<file path="src/rtl/regfile_sched_pkg.sv">
// Shared widths and ecall sequencing states for the writeback scheduler.
package regfile_sched_pkg;

  localparam int XLEN  = 64;
  localparam int NREGS = 32;
  localparam int RW    = $clog2(NREGS);

  typedef enum logic [1:0] {
    ES_IDLE,
    ES_DRAIN,
    ES_CALL,
    ES_RELEASE
  } ecall_sched_state_t;

endpackage

</file>
<file path="src/rtl/regfile_wb_scheduler_rr_arbiter.sv">
// Round-robin arbiter: the search starts at the pointer, and the pointer moves
// to just past the winner whenever a grant is issued.
module rr_arbiter #(
  parameter int N = 3
) (
  input  logic         clk,
  input  logic         reset,
  input  logic [N-1:0] req,
  input  logic         advance,
  output logic [N-1:0] gnt
);

  localparam int PW = (N > 1) ? $clog2(N) : 1;

  logic [PW-1:0] ptr_reg;
  logic [PW-1:0] ptr_next;
  logic [PW-1:0] winner;
  logic          found;
  int            idx;

  // Pick the first requester at or after the pointer; grant only when allowed.
  always_comb begin
    gnt      = '0;
    winner   = ptr_reg;
    found    = 1'b0;
    idx      = 0;
    ptr_next = ptr_reg;
    for (int k = 0; k < N; k++) begin
      idx = (int'(ptr_reg) + k) % N;
      if (!found && req[idx]) begin
        found  = 1'b1;
        winner = PW'(idx);
      end
    end
    if (advance && found) begin
      gnt[winner] = 1'b1;
      ptr_next    = (int'(winner) == N - 1) ? '0 : winner + PW'(1);
    end
  end

  // Pointer register; returns to producer 0 on reset.
  always_ff @(posedge clk) begin
    if (reset) begin
      ptr_reg <= '0;
    end else begin
      ptr_reg <= ptr_next;
    end
  end

endmodule

</file>
<file path="src/rtl/regfile_wb_scheduler.sv">
// Register-file write-port owner: arbitrates writeback producers, keeps the
// destination busy scoreboard for decode, and sequences the ecall handshake.
module regfile_wb_scheduler #(
  parameter int NUM_SRC = 3,
  parameter int XLEN    = 64,
  parameter int NREGS   = 32,
  localparam int RW     = $clog2(NREGS)
) (
  input  logic                    clk,
  input  logic                    reset,
  input  logic                    issue_valid,
  input  logic [RW-1:0]           issue_rd,
  output logic                    issue_ready,
  input  logic [RW-1:0]           chk_rs1,
  input  logic [RW-1:0]           chk_rs2,
  output logic                    hazard,
  input  logic [NUM_SRC-1:0]      src_valid,
  input  logic [NUM_SRC*RW-1:0]   src_rd,
  input  logic [NUM_SRC*XLEN-1:0] src_data,
  output logic [NUM_SRC-1:0]      src_ready,
  output logic                    write_enable,
  output logic [RW-1:0]           write_register,
  output logic [XLEN-1:0]         write_value,
  input  logic                    ecall_req,
  output logic                    ecall,
  input  logic                    ecall_done,
  output logic                    ecall_ack
);

  import regfile_sched_pkg::*;

  ecall_sched_state_t state_reg, state_next;

  logic [NUM_SRC-1:0] gnt;
  logic               grant_allowed;
  logic               xfer;
  logic [RW-1:0]      win_rd;
  logic [XLEN-1:0]    win_data;

  logic               we_reg;
  logic [RW-1:0]      wr_reg;
  logic [XLEN-1:0]    wv_reg;
  logic               ecall_reg;
  logic               ack_reg;

  logic [NREGS-1:0]   busy_reg;
  logic [NREGS-1:0]   busy_next;
  logic [NREGS-1:0]   set_hit;
  logic [NREGS-1:0]   clr_hit;
  logic               issue_fire;
  logic               drained;

  assign grant_allowed = (state_reg != ES_CALL);

  rr_arbiter #(.N(NUM_SRC)) u_arb (
    .clk     (clk),
    .reset   (reset),
    .req     (src_valid),
    .advance (grant_allowed),
    .gnt     (gnt)
  );

  assign src_ready = gnt;
  assign xfer      = |gnt;

  // One-hot select of the granted producer's destination and data.
  always_comb begin
    win_rd   = '0;
    win_data = '0;
    for (int i = 0; i < NUM_SRC; i++) begin
      if (gnt[i]) begin
        win_rd   = win_rd | src_rd[i*RW +: RW];
        win_data = win_data | src_data[i*XLEN +: XLEN];
      end
    end
  end

  // Write port registers; x0 transfers are consumed without strobing the file.
  always_ff @(posedge clk) begin
    if (reset) begin
      we_reg <= 1'b0;
      wr_reg <= '0;
      wv_reg <= '0;
    end else begin
      we_reg <= xfer && (win_rd != '0);
      if (xfer) begin
        wr_reg <= win_rd;
        wv_reg <= win_data;
      end
    end
  end

  assign write_enable   = we_reg;
  assign write_register = wr_reg;
  assign write_value    = wv_reg;

  // A register retiring this cycle is not a WAW hazard for a new issue.
  assign issue_ready = (state_reg == ES_IDLE) &&
                       (!busy_reg[issue_rd] || (we_reg && (wr_reg == issue_rd)));
  assign issue_fire  = issue_valid && issue_ready && (issue_rd != '0);

  // Sources are pending unless x0 or being written (the file forwards write_value).
  function automatic logic rs_pending(input logic [RW-1:0] rs,
                                      input logic [NREGS-1:0] busy,
                                      input logic we, input logic [RW-1:0] wr);
    return (rs != '0) && busy[rs] && !(we && (wr == rs));
  endfunction

  assign hazard = rs_pending(chk_rs1, busy_reg, we_reg, wr_reg) ||
                  rs_pending(chk_rs2, busy_reg, we_reg, wr_reg);

  genvar gi;
  generate
    for (gi = 0; gi < NREGS; gi++) begin : g_sb
      assign set_hit[gi]   = issue_fire && (issue_rd == RW'(gi));
      assign clr_hit[gi]   = we_reg && (wr_reg == RW'(gi));
      // Set wins over clear when a retiring register is reissued.
      assign busy_next[gi] = set_hit[gi] | (busy_reg[gi] & ~clr_hit[gi]);
    end
  endgenerate

  // Busy scoreboard register.
  always_ff @(posedge clk) begin
    if (reset) begin
      busy_reg <= '0;
    end else begin
      busy_reg <= busy_next;
    end
  end

  assign drained = (busy_reg == '0) && !we_reg && (src_valid == '0);

  // Ecall sequencing: drain, hold ecall until done, then a one-cycle ack.
  always_comb begin
    state_next = state_reg;
    case (state_reg)
      ES_IDLE:    if (ecall_req) state_next = ES_DRAIN;
      ES_DRAIN: begin
        if (!ecall_req)   state_next = ES_IDLE;
        else if (drained) state_next = ES_CALL;
      end
      ES_CALL:    if (ecall_done) state_next = ES_RELEASE;
      ES_RELEASE: state_next = ES_IDLE;
      default:    state_next = ES_IDLE;
    endcase
  end

  // State plus registered ecall/ack decoded from the next state.
  always_ff @(posedge clk) begin
    if (reset) begin
      state_reg <= ES_IDLE;
      ecall_reg <= 1'b0;
      ack_reg   <= 1'b0;
    end else begin
      state_reg <= state_next;
      ecall_reg <= (state_next == ES_CALL);
      ack_reg   <= (state_next == ES_RELEASE);
    end
  end

  assign ecall     = ecall_reg;
  assign ecall_ack = ack_reg;

endmodule

</file>
<file path="config.mk">
export PLATFORM = sky130hd
export DESIGN_NAME = regfile_wb_scheduler
export DESIGN_NICKNAME = d
export VERILOG_FILES = /design/src/rtl/regfile_sched_pkg.sv /design/src/rtl/regfile_wb_scheduler_rr_arbiter.sv /design/src/rtl/regfile_wb_scheduler.sv
export SDC_FILE = /design/constraint.sdc
export NUM_CORES = 1
export LEC_CHECK = 0
export BUFFER_PORTS_ARGS = -buffer_cell sky130_fd_sc_hd__buf_2
export CORE_ASPECT_RATIO = 0.7
export CORE_UTILIZATION = 51
export DETAILED_ROUTE_END_ITERATION = 7
export PLACE_DENSITY = 0.83
export SLEW_MARGIN = 20
export SYNTH_ARGS = -nofsm -noshare
export SYNTH_HDL_FRONTEND = slang
export SYNTH_SLANG_ARGS = --single-unit
export TNS_END_PERCENT = 100
</file>
<file path="constraint.sdc">
create_clock -name clk -period 6.8 [get_ports clk]
set_input_delay 1.36 -clock clk [delete_from_list [all_inputs] [get_ports clk]]
set_output_delay 1.36 -clock clk [all_outputs]
set_load 0.05 [all_outputs]
</file>
Word level (Yosys, flattened, before mapping)

Cells that the tools add are included.
W data, S select, Z words.

Flip-flop bits (word level): 108
Input port bits: 230
Output and inout bits: 77
Logic and storage cells: 329

Add/subtract/negate cells: 3
Div/mod/pow operators: 3
$lt $le $gt $ge: 8
Equal/unequal tests: 72
Multiplexer cells: 36
Bitwise operators: 100
Reductions and logical operators: 99

Operators with widths:

| cell                    | count |
|---|---|
| $mux W64                | 3 |
| $eq A5 B5 Y1 const B    | 32 |
| $or A64 B64 Y64         | 2 |
| $lt A32 B4 Y1 const B   | 3 |
| $logic_and A1 B1 Y1     | 81 |
| $eq A5 B4 Y1 const B    | 16 |
| $mod A32 B3 Y32 const B | 2 |
| $eq A5 B3 Y1 const B    | 8 |
| $and A1 B1 Y1           | 32 |
| $logic_not A32 Y1       | 1 |
| $mod A3 B3 Y32 const B  | 1 |
| $not A1 Y1              | 32 |
| $or A1 B1 Y1            | 32 |
| $eq A5 B2 Y1 const B    | 4 |
| $reduce_bool A5 Y1      | 4 |
| $lt A5 B6 Y1 const B    | 3 |
| $mux W2                 | 8 |
| $bmux W1 S5             | 3 |
| $eq A5 B5 Y1            | 3 |
| $mux W5                 | 3 |
| $mux W1                 | 13 |
| $eq A2 B2 Y1 const B    | 5 |
| $eq A5 B1 Y1 const B    | 2 |
| $logic_not A5 Y1        | 2 |
| other kinds (17)        | 26 |

Logic depth before layout (Yosys ltp)

Word-level depth: 23
Gate-level depth with buffers: 13
Mapped depth without buffers: 9

Modules after synthesis

A second synthesis with hierarchy kept.

Cell total of the unflattened synthesis: 667
Area, all modules: 6,009.5 um2

Modules (own cells, without submodules):

| module               | instances | cells an instance | area each (um2) | seq. area each (um2) |
|---|---|---|---|---|
| regfile_wb_scheduler | 1         | 625               | 5,639.2         | 2,122.0 |
| rr_arbiter           | 1         | 42                | 370.4           | 40.0 |

Worst setup path after synthesis

Ideal clock, no wire load.

Kind: input-to-output
Start point: input port src_valid[2]
End point: output port src_ready[0]
Arrival time: 3.497 ns
Required time: 5.440 ns
Setup slack: 1.943 ns
Cell stages on the path: 7
Buffers on the path: 1
Cells stage by stage: mux2_1 -> a2111o_1 -> or2_2 -> nand3_2 -> buf_2 -> nand2_1 -> nor2_1

Word-level cells in the longest chain between the ends: 15
Elaborated cells on any way between the ends: 26
Classes of those cells: order compare (2); mux (18); reduce/logical (6)

RTL lines:

| what                                                                      | RTL line                              | text |
|---|---|---|
| start, declared                                                           | regfile_wb_scheduler.sv:17            | `input logic [NUM_SRC-1:0] src_valid,` |
| $bmux W1 S2                                                               | regfile_wb_scheduler_rr_arbiter.sv:30 | `if (!found && req[idx]) begin` |
| $mux W1 (implied by the code) (2 in a row)                                | regfile_wb_scheduler_rr_arbiter.sv:30 |  |
| $mux W1                                                                   | regfile_wb_scheduler_rr_arbiter.sv:30 |  |
| $logic_not A1 Y1                                                          | regfile_wb_scheduler_rr_arbiter.sv:30 |  |
| $logic_and A1 B1 Y1                                                       | regfile_wb_scheduler_rr_arbiter.sv:30 |  |
| $mux W1                                                                   | regfile_wb_scheduler_rr_arbiter.sv:30 |  |
| $logic_not A1 Y1                                                          | regfile_wb_scheduler_rr_arbiter.sv:30 |  |
| $logic_and A1 B1 Y1                                                       | regfile_wb_scheduler_rr_arbiter.sv:30 |  |
| $mux W2                                                                   | regfile_wb_scheduler_rr_arbiter.sv:30 |  |
| $lt A2 B3 Y1 (implied by the code) / $ge A2 B1 Y1 (equally long branches) | regfile_wb_scheduler_rr_arbiter.sv:36 | `gnt[winner] = 1'b1;` |
| $logic_and A1 B1 Y1 (implied by the code)                                 | regfile_wb_scheduler_rr_arbiter.sv:36 |  |
| $mux W1 (implied by the code)                                             | regfile_wb_scheduler_rr_arbiter.sv:36 |  |
| $demux W1 S2                                                              | n/a                                   |  |
| $mux W3 *                                                                 | regfile_wb_scheduler_rr_arbiter.sv:35 | `if (advance && found) begin` |
| end, declared                                                             | regfile_wb_scheduler.sv:20            | `output logic [NUM_SRC-1:0] src_ready,` |

Mark *: on every way between the ends. The rest lies on a longest branch, timed or not. The select of a mux whose other input is x is not followed.

Worst setup path in the final report

Same ends and word-level chain as after synthesis.

==> results.sh <==
export IMPL_synth_seq_area_share_pct=32.8
export IMPL_synth_seq_cells=108
export IMPL_finalSetupTns_ps=0
export IMPL_yosysTopAreaCellShare_pct=32.8
export IMPL_slowest_stage="a31oi_4"
export IMPL_wl_per_cell_um=19.2
export IMPL_required_ps=5440
export IMPL_hold_path_startpoint="write_value[59]"
export IMPL_slew_headroom_pct=33.5
export IMPL_rr_worst_depth=10
export IMPL_synth_fa_ha_area_share_pct=0.569
export IMPL_grt_max_degree=107
export IMPL_port_buffers=306
export IMPL_die_h_um=97.2
export IMPL_reg2reg_slack_ps=2850
export IMPL_grt_pass1_wl_um=33500
export IMPL_critical_path_buf_inv_count=2
export IMPL_syn_nets=942
export IMPL_drtPass1Iterations=5
export IMPL_drc=0
export IMPL_synth_ff_type="dfxtp_1"
export IMPL_ant_nets=0
export IMPL_status="finished, final reports clean"
export IMPL_clk_latency_ps=340
export IMPL_p_total_w=0.00370
export IMPL_synth_compound_area_share_pct=23.8
export IMPL_largest_reg_flops=64
export IMPL_drt_wl_total_um=21700
export IMPL_ir_drop_v=0.000517
export IMPL_min_period_ps=4840
export IMPL_synthSimpleGateAreaFrac_pct=12.8
export IMPL_start_util_pct=52.8
export IMPL_crit_type="input pin to output pin"
export IMPL_cts_htree_levels=3
export IMPL_critPathArrivalTime_ps=3480
export IMPL_drt_iter0_markers=554
export IMPL_ctsLongestPathBuffers=2
export IMPL_boundaryPins=307
export IMPL_synth_top_family_by_area="compound AO/OA/AOI/OAI gates"
export IMPL_min_path_cells=2
export IMPL_row_count=34
export IMPL_dp_hpwl_um=16600
export IMPL_whs_endpoint="write_value[59]"
export IMPL_diodes=0
export IMPL_drive_gt1_share_pct=45.4
export IMPL_crit_family="compound AO/OA/AOI/OAI gates"
export IMPL_clock_skew_ps=8.51
export IMPL_maxCapViolCount=0
export IMPL_ctsHoldBuffers=0
export IMPL_synth_async_reset_ratio_pct=0
export IMPL_muxShareOfSynthArea_pct=22.4
export IMPL_ys_top_cells_by_area="dfxtp_1 (33%), mux2_2 (12%), mux4_2 (9.6%)"
export IMPL_switching_share_pct=50.4
export IMPL_cts_tree="done"
export IMPL_via_count=6854
export IMPL_yosysWarnings=0
export IMPL_critPathMaxStageDelay_ps=730
export IMPL_internal_power_w=0.00184
export IMPL_grt_antenna_before_repair=0
export IMPL_die_area_mm2=0.0134
export IMPL_synth_edff_count=0
export IMPL_powerDensity_mw_per_mm2=441
export IMPL_fmax_mhz=207
export IMPL_yosysUniqueCellTypes=52
export IMPL_overflow=0
export IMPL_seqPwrFrac_pct=25.7
export IMPL_synth_area_mm2=0.00660
export IMPL_r2r_start="u_arb.ptr_reg[0]"
export IMPL_setup_viol=0
export IMPL_cts_setup_buffers=0
export IMPL_timing_final_crit_share_pct=71.2
export IMPL_clockRootBuffer="clkbuf_16"
export IMPL_end_kind="output pin"
export IMPL_syn_inst=709
export IMPL_ctsResizeCount=0
export IMPL_rsz0062_at_grt="false"
export IMPL_clk_pin_slew_worst_paths_ps=70
export IMPL_synth_xor_area_share_pct=1.99
export IMPL_cts_buffers=9
export IMPL_worst_setup_path_start_kind="input pin"
export IMPL_worstReg2RegEnd="write_enable"
export IMPL_power_switching_w=0.00186
export IMPL_maxSlewViolCount=0
export IMPL_yosysTopAreaCell="dfxtp_1"
export IMPL_power_frac_clock_pct=14.8
export IMPL_hp_class="flip-flop to flip-flop"
export IMPL_cts_num_sinks=108
export IMPL_hold_violations=0
export IMPL_chipWidth_um=138
export IMPL_path_max_fanout=35
export IMPL_synthToLayoutAreaGrowth_pct=27.0
export IMPL_grt_total_usage_pct=32.6
export IMPL_yosys_top_cells_count="dfxtp_1 (108), nor2_1 (90), mux2_2 (70)"
export IMPL_worst_path_stages=8
export IMPL_grt_pass1_vias=6340
export IMPL_avgViaCountPerCell=6.07
export IMPL_worst_pin_slew_ps=998
export IMPL_avgSynthCellArea_um2=9.31
export IMPL_combPwrFrac_pct=59.5
export IMPL_globalplace_congestion=0.991
export IMPL_nets=1197
export IMPL_coreArea_mm2=0.0125
export IMPL_path_cells="buf_2 -> mux2i_1 -> o22ai_1 -> nor2_1 -> a31oi_4 -> nand2_1 -> nor2_1 -> buf_2"
export IMPL_yosysMostFrequentCell="dfxtp_1"
export IMPL_p_leak_nw=3.79
power groups by stage:
stage          logic [W]  clock network, W  registers [W]
6_report         0.00220          0.000548       0.000949
5_1_grt          0.00236          0.000583       0.000971
4_1_cts          0.00220          0.000557       0.000947
3_5_place_dp     0.00219                 0       0.000959
3_3_place_gp     0.00216                 0       0.000957
2_1_floorplan    0.00121                 0        0.00145
logic make-up after synthesis:
logic type,after synthesis
compound gates,216
simple gates,183
xor+xnor,15
buf+inv,80
mux,104
fa+ha+maj,3
flops,108
per-layer routing:
metal / routed length [um] / part of all wire [%] / track usage (%)
met3: 2120 / 9.8 / 8.56
met1: 8470 / 39 / 40.5
met2: 10200 / 47 / 52.9
met5: 0 / 0 / 0
met4: 923 / 4.3 / 14.0
layout by cell type (no fill, tap or decap), drive strengths merged, types with 3 or more instances in the layout:
cell type / n
o22ai: 3
a211oi: 69
nand3: 18
o21ai: 35
mux2: 71
dfxtp: 108
mux2i: 5
a21oi: 7
o211ai: 15
o311ai: 8
a22oi: 67
ha: 3
inv: 12
mux4: 28
nor4: 12
nand2: 26
xnor2: 3
xor2: 12
nor2b: 4
clkbuf: 11
nand4: 4
buf: 311
nor2: 90
nand2b: 6
and3: 8
nor3: 5
layout make-up:
cell class,instances,area (um2)
clock buffer,11,233
clock inverter,4,75.1
fill,1053,4130
inverter,13,48.8
multi-input combinational,521,4090
sequential,108,2160
tap,162,203
timing repair buffer,311,1570
worst max path at each step:
stage,start,slack [ps],endpoint
after detailed placement,src_valid[2],2000,src_ready[0]
after global placement,src_valid[0],2050,src_ready[0]
after floorplan,src_valid[2],1940,src_ready[0]
after global routing,src_valid[2],1750,src_ready[0]
after CTS,src_valid[2],2000,src_ready[0]
final,src_valid[2],1960,src_ready[0]
through the flow:
| stage | setup WS, ps | util (%) | cells | hold WS, ps | cell area [um2] |
|---|---|---|---|---|---|
| after detailed placement | 2000 | 64.5 | 1115 | 478 | 8070 |
| after CTS | 2000 | 67.0 | 1130 | 495 | 8380 |
| after global placement | 2050 | 64.5 | 1115 | 482 | 8070 |
| after global routing | 1750 | 67.0 | 1130 | 507 | 8380 |
| final | 1960 | 67.0 | 1130 | 495 | 8380 |
| after floorplan | 1940 | - | 709 | 422 | 6600 |
worst reg2reg max path: cells and delay by family, from the launching register on:
kind | cells | cell delay, ps
AND/OR/NAND/NOR | 3 | 890
AO/OA/AOI/OAI | 3 | 920
adder cells (fa/ha/maj) | 1 | 450
flip-flops | 1 | 370
multiplexers | 1 | 430
buffers and inverters | 2 | 740
No activity file was read; power rests on OpenSTA's default activity.
